`src/rtl/fb_pkg.sv`:
```
// Framebuffer geometry, widths and shared types for the scan arbiter slice.
package fb_pkg;

  localparam int SRC_W      = 160;
  localparam int SRC_H      = 120;
  localparam int SCALE      = 4;
  localparam int SCALE_LOG2 = $clog2(SCALE);
  localparam int PIX_W      = 3;
  localparam int ADDR_W     = 15;
  localparam int ACTIVE_W   = SRC_W * SCALE;
  localparam int ACTIVE_H   = SRC_H * SCALE;
  localparam int FB_DEPTH   = SRC_W * SRC_H;
  localparam int COORD_W    = 10;
  localparam int COL_W      = $clog2(SRC_W + 1);

  typedef logic [PIX_W-1:0]   fb_pix_t;
  typedef logic [ADDR_W-1:0]  fb_addr_t;
  typedef logic [COORD_W-1:0] fb_coord_t;

  typedef enum logic {
    ST_WAIT_SYNC,
    ST_ACTIVE
  } fb_state_t;

endpackage

```
`src/rtl/fb_scan_addr_gen.sv`:
```
// Source-address generation for scan-out: column/sub-line/row-base counters
// and the decode of which pixel-clock cycles belong to the video read slot.
module fb_scan_addr_gen
  import fb_pkg::*;
(
  input  logic               clk_pixel,
  input  logic               reset,
  input  logic [COORD_W-1:0] cx,
  input  logic [COORD_W-1:0] cy,
  input  logic               scan_en,
  input  logic               sync,
  output logic               in_active,
  output logic               video_slot,
  output logic [ADDR_W-1:0]  rd_addr
);

  logic [COL_W-1:0]      col;
  logic [SCALE_LOG2-1:0] sub_line;
  fb_addr_t              row_base;
  logic                  line_end;

  // The frame origin always reads address 0, even on the cycle that brings
  // the FSM out of WAIT_SYNC, so the first pixel of a re-synced frame is valid.
  always_comb begin
    in_active  = (cx < COORD_W'(ACTIVE_W)) && (cy < COORD_W'(ACTIVE_H));
    video_slot = (scan_en || sync) && in_active && (cx[SCALE_LOG2-1:0] == '0);
    line_end   = scan_en && (cx == COORD_W'(ACTIVE_W - 1)) && (cy < COORD_W'(ACTIVE_H));
    rd_addr    = sync ? '0 : row_base + ADDR_W'(col);
  end

  always_ff @(posedge clk_pixel) begin
    if (reset) begin
      col      <= '0;
      sub_line <= '0;
      row_base <= '0;
    end else if (sync) begin
      col      <= COL_W'(1);
      sub_line <= '0;
      row_base <= '0;
    end else if (line_end) begin
      col      <= '0;
      sub_line <= sub_line + SCALE_LOG2'(1);
      if (sub_line == SCALE_LOG2'(SCALE - 1))
        row_base <= row_base + ADDR_W'(SRC_W);
    end else if (video_slot) begin
      col <= col + COL_W'(1);
    end
  end

endmodule

```
`src/rtl/fb_scan_arbiter.sv`:
```
// Single-port framebuffer arbiter: 1-in-4 scan-out read slots, all other cycles
// serve the writer. Optional write-stall counter enabled by FB_WR_STALL_CNT_EN.
module fb_scan_arbiter
  import fb_pkg::*;
(
  input  logic               clk_pixel,
  input  logic               reset,
  input  logic [COORD_W-1:0] cx,
  input  logic [COORD_W-1:0] cy,
  input  logic               wr_valid,
  output logic               wr_ready,
  input  logic [ADDR_W-1:0]  wr_addr,
  input  logic [PIX_W-1:0]   wr_data,
  output logic               wr_drop,
  output logic               ram_ce,
  output logic               ram_wre,
  output logic [ADDR_W-1:0]  ram_ad,
  output logic [PIX_W-1:0]   ram_din,
  input  logic [PIX_W-1:0]   ram_dout,
  output logic [PIX_W-1:0]   pix_rgb,
  output logic               frame_start,
  output logic [15:0]        stall_cnt
);

  fb_state_t state_q, state_d;
  logic      sync, scan_en, in_active, video_slot, wr_in_range;
  fb_addr_t  rd_addr;
  logic      rd_d1;
  logic [1:0] act_pipe;
  fb_pix_t   pix_q;

  assign sync    = (cx == '0) && (cy == '0);
  assign scan_en = (state_q == ST_ACTIVE);

  fb_scan_addr_gen u_addr_gen (
    .clk_pixel  (clk_pixel),
    .reset      (reset),
    .cx         (cx),
    .cy         (cy),
    .scan_en    (scan_en),
    .sync       (sync),
    .in_active  (in_active),
    .video_slot (video_slot),
    .rd_addr    (rd_addr)
  );

  always_ff @(posedge clk_pixel) begin
    if (reset) state_q <= ST_WAIT_SYNC;
    else       state_q <= state_d;
  end

  always_comb begin
    state_d = state_q;
    if (sync) state_d = ST_ACTIVE;
  end

  // Read and write never share a cycle: a read slot simply withholds wr_ready.
  always_comb begin
    wr_ready    = !video_slot;
    wr_in_range = wr_addr < ADDR_W'(FB_DEPTH);
    ram_ce      = 1'b0;
    ram_wre     = 1'b0;
    ram_ad      = wr_addr;
    ram_din     = wr_data;
    wr_drop     = 1'b0;
    if (!reset) begin
      if (video_slot) begin
        ram_ce = 1'b1;
        ram_ad = rd_addr;
      end else if (wr_valid) begin
        if (wr_in_range) begin
          ram_ce  = 1'b1;
          ram_wre = 1'b1;
        end else begin
          wr_drop = 1'b1;
        end
      end
    end
  end

  always_ff @(posedge clk_pixel) begin
    if (reset) begin
      rd_d1       <= 1'b0;
      act_pipe    <= '0;
      pix_q       <= '0;
      frame_start <= 1'b0;
    end else begin
      rd_d1       <= video_slot;
      act_pipe    <= {act_pipe[0], (scan_en || sync) && in_active};
      frame_start <= sync;
      if (rd_d1) pix_q <= ram_dout;
    end
  end

  assign pix_rgb = (act_pipe[1] && !reset) ? pix_q : '0;

`ifdef FB_WR_STALL_CNT_EN
  logic [15:0] stall_q;

  always_ff @(posedge clk_pixel) begin
    if (reset || frame_start)
      stall_q <= '0;
    else if (wr_valid && !wr_ready && (stall_q != 16'hFFFF))
      stall_q <= stall_q + 16'd1;
  end

  assign stall_cnt = stall_q;
`else
  assign stall_cnt = 16'h0;
`endif

endmodule
```
`config.mk`:
```
export PLATFORM = sky130hd
export DESIGN_NAME = fb_scan_arbiter
export DESIGN_NICKNAME = d
export VERILOG_FILES = /design/src/rtl/fb_pkg.sv /design/src/rtl/fb_scan_addr_gen.sv /design/src/rtl/fb_scan_arbiter.sv
export SDC_FILE = /design/constraint.sdc
export NUM_CORES = 1
export LEC_CHECK = 0
export CAP_MARGIN = 10
export CORE_MARGIN = 4
export CORE_UTILIZATION = 30
export DETAILED_ROUTE_END_ITERATION = 16
export GPL_TIMING_DRIVEN = 0
export PLACE_DENSITY = 0.57
export SYNTH_ARGS = -nofsm -noshare
export SYNTH_HDL_FRONTEND = slang
export SYNTH_HIERARCHICAL = 1
export SYNTH_SLANG_ARGS = --single-unit
```
`constraint.sdc`:
```
create_clock -name clk_pixel -period 4.8 [get_ports clk_pixel]
set_clock_uncertainty 0.2 [all_clocks]
set_input_delay 0.96 -clock clk_pixel [delete_from_list [all_inputs] [get_ports clk_pixel]]
set_output_delay 0.96 -clock clk_pixel [all_outputs]
set_load 0.01 [all_outputs]
```
==> impl_metrics.env <==
export IMPL_status="finished, final reports clean"
export IMPL_vias_per_cell=4.794
export IMPL_grt_overflow=0
export IMPL_hp_start="act_pipe[0]"
export IMPL_cts_root_buffer="clkbuf_8"
export IMPL_drv_slew=0
export IMPL_synth_seq_cells=28
export IMPL_rows=30
export IMPL_finalSetupViolCount=0
export IMPL_fin_area_sq_um=3123
export IMPL_clock_sinks=28
export IMPL_place_gp_congestion=0.8044
export IMPL_maxCapViolations=0
export IMPL_synth_main_ff_cell="dfxtp_1"
export IMPL_drive_gt1_share_pct=15.65
export IMPL_first_pass_iters=4
export IMPL_io_buffers=66
export IMPL_clock_latency_ns=0.28
export IMPL_path_class="in2out"
export IMPL_grt_pass1_vias=2075
export IMPL_cts_made_buffers=3
export IMPL_reg2reg_from="scan_en"
export IMPL_dp_worst_setup_slack_ns=-0.2593
export IMPL_fmax_mhz=219.0
export IMPL_pin_count=86
export IMPL_cts_max_path_buffers=2
export IMPL_fin_crit_sh_pct=95.14
export IMPL_grt_start_max_net_pins=17
export IMPL_finalCriticalPeriod_ns=4.567
export IMPL_ir_drop_mv=0.1441
export IMPL_hold_depth=1
export IMPL_powerDensity_nw_per_um2=168.4
export IMPL_r2r_cells=6
export IMPL_first_iter_violations=52
export IMPL_worstSetupEndpointType="primary output"
export IMPL_ys_types=49
export IMPL_diodes=0
export IMPL_rsz0062_at_grt="no"
export IMPL_clk_pin_slew_worst_paths_ns=0.11
export IMPL_grt_usage_pct=13.98
export IMPL_r2r_end="u_addr_gen/row_base[8]"
export IMPL_yosys_warnings=6
export IMPL_timing_slew_headroom_pct=63.77
export IMPL_drcViolationCount=0
export IMPL_start_util_pct=31.10
export IMPL_worst_path_largest_cell_delay_ns=0.42
export IMPL_placed_cell_area_sq_um=2962
export IMPL_totalWireLength_um=5988
export IMPL_hold_path_endpoint="act_pipe[1]"
export IMPL_ys_seq_area_share_pct=26.38
export IMPL_path_cells="clkdlybuf4s50_1 > nor4_2 > nand3_1 > nor2_2 > o21ai_1 > buf_4 > nor2_4 > nor2b_4 > buf_8 > buf_12 > mux2_4 > dlygate4sd2_1"
export IMPL_coreArea_sq_um=6832
export IMPL_synth_largest_area_cell="dfxtp_1"
export IMPL_synth_edf_count=0
export IMPL_final_nets=397
export IMPL_ys_top_cells_by_area="dfxtp_1 (26%), buf_4 (6.7%), a21oi_1 (5.2%), o31ai_1 (4.9%), mux2_2 (4.8%)"
export IMPL_path_delay_family="buffers and inverters"
export IMPL_post_route_util_pct=45.71
export IMPL_syn_area_per_cell_sq_um=8.267
export IMPL_die_w_um=92.16
export IMPL_hold_violations=0
export IMPL_synth_top_area_share_pct=26.38
export IMPL_grt_pass1_wl_um=9942
export IMPL_final_fill_count=720
export IMPL_critPathBufInv=5
export IMPL_synthTopCellsByCount="dfxtp_1 (28), a21oi_1 (22), buf_4 (19), nor2_1 (19), o31ai_1 (14)"
export IMPL_crit_arrival_ns=3.41
export IMPL_syn_inst=257
export IMPL_synth_most_common_cell="dfxtp_1"
export IMPL_worstPathRequired_ns=3.64
export IMPL_cp_start_kind="primary input"
export IMPL_htree_levels=1
export IMPL_leakagePower_nw=1.303
export IMPL_r2r_setup_slack_ns=2.86
export IMPL_async_flop_share_pct=0
export IMPL_hp_class="reg2reg"
export IMPL_netlist_area_sq_um=2125
export IMPL_antenna_found_initial=0
export IMPL_vias=2114
export IMPL_timing_hold_ws_ns=0.2432
export IMPL_postRouteAntennaNets=0
export IMPL_wl_per_cell_um=13.58
export IMPL_worstMarginPinSlew_ns=0.5402
export IMPL_dp_hpwl_um=4624
export IMPL_syn2layout_area_growth_pct=47.00
export IMPL_postCtsHoldBufs=0
export IMPL_die_h_um=92.16
export IMPL_dieArea_sq_um=8493
export IMPL_cts_tree="done"
export IMPL_cp_slowest_cell="clkdlybuf4s50_1"
export IMPL_cp_max_fo=10
export IMPL_layout_setup_ws_ns=0.2331
layout by cell type, fill, tap and decap left out, drive strengths merged, types with 5 or more instances in the layout:
| cell type | Yosys | layout |
|---|---|---|
| clkdlybuf4s50 | 0 | 49 |
| buf | 26 | 30 |
| dfxtp | 28 | 28 |
| a21oi | 22 | 22 |
| nor2 | 19 | 19 |
| conb | 1 | 16 |
| dlymetal6s2s | 0 | 15 |
| o31ai | 14 | 14 |
| inv | 13 | 13 |
| or4 | 13 | 13 |
| o21ai | 13 | 13 |
| mux2 | 13 | 13 |
| nand2 | 9 | 9 |
| nor2b | 8 | 8 |
| ha | 6 | 6 |
| clkbuf | 4 | 6 |
| nand3 | 5 | 5 |
| nor3 | 5 | 5 |
| nand4 | 5 | 5 |
| o211ai | 5 | 5 |
| xor2 | 5 | 5 |
| nor4 | 5 | 5 |
metrics by stage:
| stage | TNS [ns] | power (mW) | instances |
|---|---|---|---|
| final | 0 | 0.5261 | 441 |
| after global routing | 0 | 0.5463 | 441 |
| after CTS | 0 | 0.5307 | 441 |
| after detailed placement | -3.093 | 0.3387 | 434 |
| after global placement | -3.016 | 0.3387 | 434 |
| after floorplan | 0 | 0.2803 | 272 |
worst max path at each step:
stage / cells after the start / endpoint / from
floorplan: 10 / ram_ad[10] / cx[6]
global placement: 12 / ram_ad[12] / cy[0]
detailed placement: 12 / ram_ad[10] / cx[9]
CTS: 12 / ram_ad[10] / cx[6]
global route: 12 / ram_ad[12] / cx[1]
finish: 12 / ram_ad[12] / cy[0]
sequential cells by signal, summed over array words and instances, names as in the netlist:
name,flops
scan_en,1
u_addr_gen/sub_line,2
pix_q,3
u_addr_gen/col,8
rd_d1,1
frame_start,1
u_addr_gen/row_base,10
act_pipe,2
timing repair:
action	4_1_cts	5_1_grt
pin swaps	3	1
setup endpoints to repair	16	16
endpoints found under the hold margin	0	0
resized for setup	7	19
setup buffers	3	0
where the power goes:
part           leakage (nW)  switching, mW  total, mW  internal (mW)
Sequential            0.225   0.0000000656      0.232          0.232
Clock                0.0357         0.0806      0.192          0.112
Combinational          1.04         0.0394      0.102         0.0621
Total                  1.30          0.120      0.526          0.406
cells by family after synthesis:
| logic type | after synthesis | synth area share (%) |
|---|---|---|
| mux | 17 | 9.482 |
| compound gates | 61 | 17.79 |
| flops | 28 | 26.38 |
| simple gates | 93 | 26.03 |
| fa+ha+maj | 7 | 4.476 |
| xor+xnor | 7 | 2.886 |
| buf+inv | 43 | 12.78 |
| other cells | 1 | 0.1765 |
worst register-to-register path: stages (launching register included):
cell      delay, ns
dfxtp_1        0.42
and4b_1        0.21
nand4_1        0.14
buf_2          0.22
clkbuf_1       0.24
o31ai_1        0.29
a21oi_1        0.09
cell type report:
class	instances	area [sq um]	area share, %
repair buffers	69	718.2	23.00
clock buffers	3	41.29	1.322
clock inverters	1	30.03	0.9615
multi-input cells	201	1378	44.11
well taps	96	120.1	3.846
flip-flops and latches	28	560.5	17.95
inverters	13	48.80	1.562
plain buffers	30	226.5	7.252
layer usage:
layer  track usage (%)  up-vias  share of wire, %
met2             22.20       68                47
met4             3.960        0                 0
met5                 0        -                 0
li1                  -     1087                 -
met1             19.29      959                47
met3             2.543        0               6.3
Note: power is estimated with default switching activity, not from simulation.
